--- src/rtl/fp_add_server.sv ---
// fp_add_server: IEEE-754 binary32 add/subtract unit serving one request at a time, 5-cycle latency.
// Define FP_ADD_SERVER_DENORM_EN for gradual underflow; otherwise subnormals are treated/flushed as signed zero.
//
// state | meaning
// IDLE  | no result yet since reset, waiting for a Load rising edge
// ALIGN | operands captured; unpack, detect specials, align smaller significand
// ADD   | add or subtract aligned significands
// NORM  | absorb carry-out or remove leading zeros
// ROUND | round to nearest even, pack the result
// DONE  | result published on the following edge, then held until next request

module fp_add_server #(
    parameter int PRECISION = 32
) (
    input  logic                 Clk,
    input  logic                 Reset_n,
    input  logic [PRECISION-1:0] A,
    input  logic [PRECISION-1:0] B,
    input  logic                 Op,
    input  logic                 Load,
    output logic [PRECISION-1:0] Result,
    output logic                 Valid,
    output logic                 Busy
);

    typedef enum logic [2:0] {
        S_IDLE,
        S_ALIGN,
        S_ADD,
        S_NORM,
        S_ROUND,
        S_DONE
    } state_t;

    state_t                 r_state;
    logic                   r_load_d;
    logic [PRECISION-1:0]   r_a;
    logic [PRECISION-1:0]   r_b;
    logic                   r_op;
    logic [PRECISION-1:0]   r_result;
    logic                   r_valid;
    logic                   r_busy;

    logic [26:0]            r_big;
    logic [26:0]            r_small;
    logic [9:0]             r_exp;
    logic                   r_sign;
    logic                   r_sub;
    logic                   r_zsign;
    logic                   r_spec;
    logic [31:0]            r_spec_val;
    logic [27:0]            r_sum;
    logic [26:0]            r_norm;
    logic [9:0]             r_nexp;
    logic                   r_nzero;
    logic                   r_nflush;
    logic [31:0]            r_res;

    logic                   w_accept;
    logic                   w_sa;
    logic                   w_sb;
    logic [7:0]             w_ea;
    logic [7:0]             w_eb;
    logic [23:0]            w_siga;
    logic [23:0]            w_sigb;
    logic                   w_swap;
    logic [7:0]             w_ebig;
    logic [7:0]             w_esml;
    logic [23:0]            w_sigbig;
    logic [23:0]            w_sigsml;
    logic [7:0]             w_ediff;
    logic [4:0]             w_dsat;
    logic [26:0]            w_sml_frame;
    logic [26:0]            w_shifted;
    logic                   w_sticky;
    logic [26:0]            w_aligned;
    logic                   w_a_nan;
    logic                   w_b_nan;
    logic                   w_a_inf;
    logic                   w_b_inf;
    logic                   w_spec;
    logic [31:0]            w_spec_val;

    logic [4:0]             w_lz;
    logic [26:0]            w_norm;
    logic [9:0]             w_nexp;
    logic                   w_nzero;
    logic                   w_nflush;

    logic                   w_up;
    logic [24:0]            w_mr;
    logic [23:0]            w_mant;
    logic [9:0]             w_rexp;
    logic [31:0]            w_round_res;

    assign Result   = r_result;
    assign Valid    = r_valid;
    assign Busy     = r_busy;
    assign w_accept = Load && !r_load_d && !r_busy && (r_state == S_IDLE || r_state == S_DONE);

    // Alignment: subnormals use exponent 1; bit 0 of the 27-bit frame is sticky.
    always_comb begin
        w_sa    = r_a[31];
        w_sb    = r_b[31] ^ r_op;
        w_ea    = (r_a[30:23] == 8'd0) ? 8'd1 : r_a[30:23];
        w_eb    = (r_b[30:23] == 8'd0) ? 8'd1 : r_b[30:23];
`ifdef FP_ADD_SERVER_DENORM_EN
        w_siga  = {r_a[30:23] != 8'd0, r_a[22:0]};
        w_sigb  = {r_b[30:23] != 8'd0, r_b[22:0]};
`else
        w_siga  = (r_a[30:23] != 8'd0) ? {1'b1, r_a[22:0]} : 24'd0;
        w_sigb  = (r_b[30:23] != 8'd0) ? {1'b1, r_b[22:0]} : 24'd0;
`endif
        w_swap      = {w_eb, w_sigb} > {w_ea, w_siga};
        w_ebig      = w_swap ? w_eb : w_ea;
        w_esml      = w_swap ? w_ea : w_eb;
        w_sigbig    = w_swap ? w_sigb : w_siga;
        w_sigsml    = w_swap ? w_siga : w_sigb;
        w_ediff     = w_ebig - w_esml;
        w_dsat      = (w_ediff > 8'd26) ? 5'd26 : w_ediff[4:0];
        w_sml_frame = {w_sigsml, 3'b000};
        w_shifted   = w_sml_frame >> w_dsat;
        w_sticky    = |(w_sml_frame & ((27'd1 << w_dsat) - 27'd1));
        w_aligned   = {w_shifted[26:1], w_shifted[0] | w_sticky};

        w_a_nan    = (r_a[30:23] == 8'hFF) && (r_a[22:0] != 23'd0);
        w_b_nan    = (r_b[30:23] == 8'hFF) && (r_b[22:0] != 23'd0);
        w_a_inf    = (r_a[30:23] == 8'hFF) && (r_a[22:0] == 23'd0);
        w_b_inf    = (r_b[30:23] == 8'hFF) && (r_b[22:0] == 23'd0);
        w_spec     = w_a_nan || w_b_nan || w_a_inf || w_b_inf;
        if (w_a_nan || w_b_nan || (w_a_inf && w_b_inf && (w_sa != w_sb)))
            w_spec_val = 32'h7FC0_0000;
        else if (w_a_inf)
            w_spec_val = {w_sa, 8'hFF, 23'd0};
        else
            w_spec_val = {w_sb, 8'hFF, 23'd0};
    end

    always_comb begin
        w_lz     = 5'd0;
        for (int i = 0; i < 27; i++) begin
            if (r_sum[i])
                w_lz = 5'(26 - i);
        end
        w_norm   = 27'd0;
        w_nexp   = r_exp;
        w_nzero  = 1'b0;
        w_nflush = 1'b0;
        if (r_sum[27]) begin
            w_norm = {r_sum[27:2], r_sum[1] | r_sum[0]};
            w_nexp = r_exp + 10'd1;
        end else if (r_sum == 28'd0) begin
            w_nzero = 1'b1;
        end else if ({5'd0, w_lz} >= r_exp) begin
            // Result lies below the normal range: shift only down to exponent 1.
`ifdef FP_ADD_SERVER_DENORM_EN
            w_norm = r_sum[26:0] << (r_exp[4:0] - 5'd1);
            w_nexp = 10'd1;
`else
            w_nflush = 1'b1;
`endif
        end else begin
            w_norm = r_sum[26:0] << w_lz;
            w_nexp = r_exp - {5'd0, w_lz};
        end
    end

    always_comb begin
        w_up = r_norm[2] & (r_norm[1] | r_norm[0] | r_norm[3]);
        w_mr = {1'b0, r_norm[26:3]} + {24'd0, w_up};
        if (w_mr[24]) begin
            w_mant = w_mr[24:1];
            w_rexp = r_nexp + 10'd1;
        end else begin
            w_mant = w_mr[23:0];
            w_rexp = r_nexp;
        end
        if (r_spec)
            w_round_res = r_spec_val;
        else if (r_nzero)
            w_round_res = {r_zsign, 31'd0};
        else if (r_nflush)
            w_round_res = {r_sign, 31'd0};
        else if (w_rexp >= 10'd255)
            w_round_res = {r_sign, 8'hFF, 23'd0};
        else
            w_round_res = {r_sign, (w_mant[23] ? w_rexp[7:0] : 8'd0), w_mant[22:0]};
    end

    always_ff @(posedge Clk or negedge Reset_n) begin
        if (!Reset_n) begin
            r_state    <= S_IDLE;
            r_load_d   <= 1'b1;
            r_a        <= '0;
            r_b        <= '0;
            r_op       <= 1'b0;
            r_result   <= '0;
            r_valid    <= 1'b0;
            r_busy     <= 1'b0;
            r_big      <= '0;
            r_small    <= '0;
            r_exp      <= '0;
            r_sign     <= 1'b0;
            r_sub      <= 1'b0;
            r_zsign    <= 1'b0;
            r_spec     <= 1'b0;
            r_spec_val <= '0;
            r_sum      <= '0;
            r_norm     <= '0;
            r_nexp     <= '0;
            r_nzero    <= 1'b0;
            r_nflush   <= 1'b0;
            r_res      <= '0;
        end else begin
            r_load_d <= Load;
            case (r_state)
                S_IDLE, S_DONE: begin
                    if (r_busy) begin
                        r_result <= r_res;
                        r_valid  <= 1'b1;
                        r_busy   <= 1'b0;
                    end else if (w_accept) begin
                        r_a     <= A;
                        r_b     <= B;
                        r_op    <= Op;
                        r_valid <= 1'b0;
                        r_busy  <= 1'b1;
                        r_state <= S_ALIGN;
                    end
                end
                S_ALIGN: begin
                    r_big      <= {w_sigbig, 3'b000};
                    r_small    <= w_aligned;
                    r_exp      <= {2'b00, w_ebig};
                    r_sign     <= w_swap ? w_sb : w_sa;
                    r_sub      <= w_sa ^ w_sb;
                    r_zsign    <= w_sa & w_sb;
                    r_spec     <= w_spec;
                    r_spec_val <= w_spec_val;
                    r_state    <= S_ADD;
                end
                S_ADD: begin
                    r_sum   <= r_sub ? ({1'b0, r_big} - {1'b0, r_small})
                                     : ({1'b0, r_big} + {1'b0, r_small});
                    r_state <= S_NORM;
                end
                S_NORM: begin
                    r_norm   <= w_norm;
                    r_nexp   <= w_nexp;
                    r_nzero  <= w_nzero;
                    r_nflush <= w_nflush;
                    r_state  <= S_ROUND;
                end
                S_ROUND: begin
                    r_res   <= w_round_res;
                    r_state <= S_DONE;
                end
                default: r_state <= S_IDLE;
            endcase
        end
    end

endmodule

--- config.mk ---
export PLATFORM = sky130hd
export DESIGN_NAME = fp_add_server
export DESIGN_NICKNAME = d
export VERILOG_FILES = /design/src/rtl/fp_add_server.sv
export SDC_FILE = /design/constraint.sdc
export NUM_CORES = 1
export LEC_CHECK = 0
export CORE_MARGIN = 5
export CORE_UTILIZATION = 57
export CTS_BUF_LIST = sky130_fd_sc_hd__clkbuf_8
export CTS_CLUSTER_SIZE = 40
export DETAILED_ROUTE_END_ITERATION = 12
export GPL_ROUTABILITY_DRIVEN = 0
export PLACE_DENSITY = 0.76
export SYNTH_ARGS = -nofsm -noshare
export SYNTH_HDL_FRONTEND = slang
export SYNTH_SLANG_ARGS = --single-unit
--- constraint.sdc ---
create_clock -name Clk -period 9.98 [get_ports Clk]
set_input_delay 1.497 -clock Clk [delete_from_list [all_inputs] [get_ports Clk]]
set_output_delay 1.497 -clock Clk [all_outputs]
set_load 0.01 [all_outputs]
==> out/metrics.cfg <==
[clock_network]
clkLatencyLatePin_ns=0.59
path_clk_slew_ns=0.06
cts-hold-fix-buffers=0
cts_sinks=268
cts_buffer_depth=3
h-tree-depth=2
cts_tree=yes
cts_setup_buffers=0
cts_inserted_buffers=45
postCtsResizedCells=0
cts_root_buffer=clkbuf_8

[sta]
setup_viol=0
fmax_ghz=0.1206
skew_ns=0.02374
hold_viol=0
period_needed_ns=8.290
rsz0062_at_grt=no
fin_crit_sh_pct=83.07
tns_ns=0
drv_slew=0
worst_pin_slew_ns=1.232
slew_headroom_pct=17.21

[final_layout]
drive_gt1_share_pct=10.68
layout.nets=2431
n_fill_cell=2879
multi_input_area_mm2=0.01161
seq_area_mm2=0.006708
area_growth_pct=11.22

[synthesis]
yosysMostFrequentCell=nand2_1
synth_top_family_by_area=compound AO/OA/AOI/OAI gates
ys_ff_latch=268
synth.top_cells.by_area=dfrtp_1 35%, mux2_2 6.2%, ha_1 5.9%
yosysUniqueCellTypes=101
yosysWarnings=0
synth_top_cell_by_area=dfrtp_1
synthArstFlopShare_pct=100.0
synth_ff_type=dfrtp_1
synthAdderAreaFrac_pct=6.144
netlist_instances=2236
synthTopCellsByCount=277 x nand2_1, 267 x dfrtp_1, 209 x nor2_1, 195 x o21ai_0, 153 x a21oi_1
synth_compound_area_share_pct=20.51
synth-seq-area-share_pct=34.97
muxShareOfSynthArea_pct=12.18
synth-simple-area-share_pct=18.42
synth_edf_count=0
synth_xor_area_share_pct=3.183
syn_area_mm2=0.01918
syn-num-nets=2397
synth.avg_cell_area_um2=8.579
netlist.area_leader.share_pct=34.83

[global_routing]
overflow=0
grt_pass1_vias=17270
grtUsageTotal_pct=28.78
grt_first_pass_wirelength_um=90180
grt_max_degree=96
antenna_found_initial=0

[job]
drv_cap=0

[routing]
drc=0
drt_iter0_markers=2133
firstDrtPassIters=8
wl_met2_um=26770
avgViaCountPerCell=6.402
num_vias=17620
wl_met1_um=21710
routed_wl_um=55890
dr_wl_met3_um=4089
antenna_left=0
wl_per_cell_um=20.30
top_layer_used=met4

[die]
die_h_um=193.4
core_area_mm2=0.03336
initial_core_util_pct=57.49
die_x_um=193.4
pin_count=102
dieArea_mm2=0.03742
rows=67

[critical_path]
end_kind=flip-flop
worstPathArrival_ns=8.74
cp-start-kind=flip-flop
cp_data_required_time_ns=10.43
crit_fanout=36
critical_path_class=flip-flop to flip-flop

[outcome]
outcome=completed

[place]
port_buffers=101
dp_hpwl_um=41150

[hold_path]
min-delay-path-class=flip-flop to flip-flop

layer usage:
metal,up-vias,GRT usage [%]
met5,-,0
li1,8170,-
met2,877,49.12
met4,0,14.37
met3,262,4.766
met1,8315,35.41
state kept, by name, indices dropped and copies added (netlist names), 3 cells and up:
name / count
r_big: 24
r_norm: 27
r_state: 3
Result: 32
r_exp: 8
r_a: 32
r_b: 32
r_nexp: 10
r_small: 27
r_spec_val: 3
r_res: 32
r_sum: 28
through the flow:
| stage | std cells | worst slack, ns | hold WS, ns | instance area (µm²) | util (%) |
|---|---|---|---|---|---|
| 4_1_cts | 2752 | 1.932 | 0.4677 | 21330 | 63.94 |
| 3_5_place_dp | 2671 | 1.980 | 0.4524 | 20370 | 61.06 |
| 3_3_place_gp | 2671 | 2.264 | 0.4427 | 20370 | 61.06 |
| 6_report | 2753 | 1.690 | 0.4613 | 21330 | 63.94 |
| 2_1_floorplan | 2236 | 3.062 | 0.4252 | 19180 | - |
| 5_1_grt | 2752 | 1.174 | 0.5004 | 21330 | 63.94 |
worst max-delay path, cell delays in order (launching register included):
cell	delay, ns
dfrtp_1	0.47
or4_4	0.58
nor4_1	0.19
nand2_1	0.51
and2_1	0.41
ha_1	0.31
and3_1	0.20
a221oi_1	0.33
o22ai_1	0.15
o31ai_1	0.61
o21a_2	0.66
nor2_1	0.12
nor2_1	0.13
ha_1	0.39
nand2b_1	0.37
nand2b_1	0.09
mux2i_1	0.38
nor4_4	0.16
nor4_4	0.88
mux2_2	0.46
mux2i_1	0.27
o22ai_1	0.16
a211oi_1	0.21
o21ai_1	0.08
kinds of logic (layout without fill, tap and decap cells):
group | Yosys count | in the layout
AND/OR/NAND/NOR | 751 | 751
other | 0 | 1
multiplexers | 216 | 216
AO/OA/AOI/OAI | 618 | 618
adder cells (fa/ha/maj) | 93 | 93
flip-flops | 268 | 268
XOR/XNOR | 68 | 68
buffers and inverters | 222 | 290
cell usage in the layout (no fill, tap or decap), types with 7 or more instances in the layout:
master / count
nand2b_1: 13
nand3_1: 42
a211oi_1: 22
o21ai_1: 7
a22oi_1: 12
o21bai_1: 8
and2_1: 30
or3_1: 11
dfrtp_1: 267
clkbuf_8: 57
o21ai_0: 195
nand4_1: 28
a21o_1: 18
xnor2_1: 38
a22o_1: 7
a221oi_1: 23
nand2_1: 276
a31oi_1: 23
o21a_1: 15
clkdlybuf4s50_1: 100
ha_1: 91
clkinv_2: 7
buf_4: 20
nor4_1: 23
o31ai_1: 16
mux2_2: 106
xor2_1: 28
nor3_1: 48
mux2i_1: 105
nor2_1: 209
a21oi_1: 153
and3_1: 11
o22ai_1: 17
o211ai_1: 14
inv_1: 96
nor2b_1: 16
worst paths after layout:
kind	start	to	slack, ns	cells past startpoint
setup / recovery	r_b[28]	r_small[7]	1.69	23
hold / removal	r_spec_val[30]	r_spec_val[30]	0.46	1
setup reg to reg	r_b[28]	r_small[7]	1.69	23
hold reg to reg	r_spec_val[30]	r_spec_val[30]	0.46	1
max in group asynchronous	Reset_n	r_b[8]	7.68	2
min in group asynchronous	Reset_n	Result[10]	0.90	1
cell type report:
class,count,area share (%)
Multi-Input combinational cell,1746,54.40
Sequential cell,268,31.44
Timing Repair Buffer,121,5.466
Clock buffer,57,3.677
Tap cell,448,2.627
Inverter,88,1.548
Clock inverter,24,0.8269
Antenna cell,1,0.01173
Power is left out: the tool's default activity adds up to more than one toggle a clock period on the data nets, which glitch-free logic cannot reach.
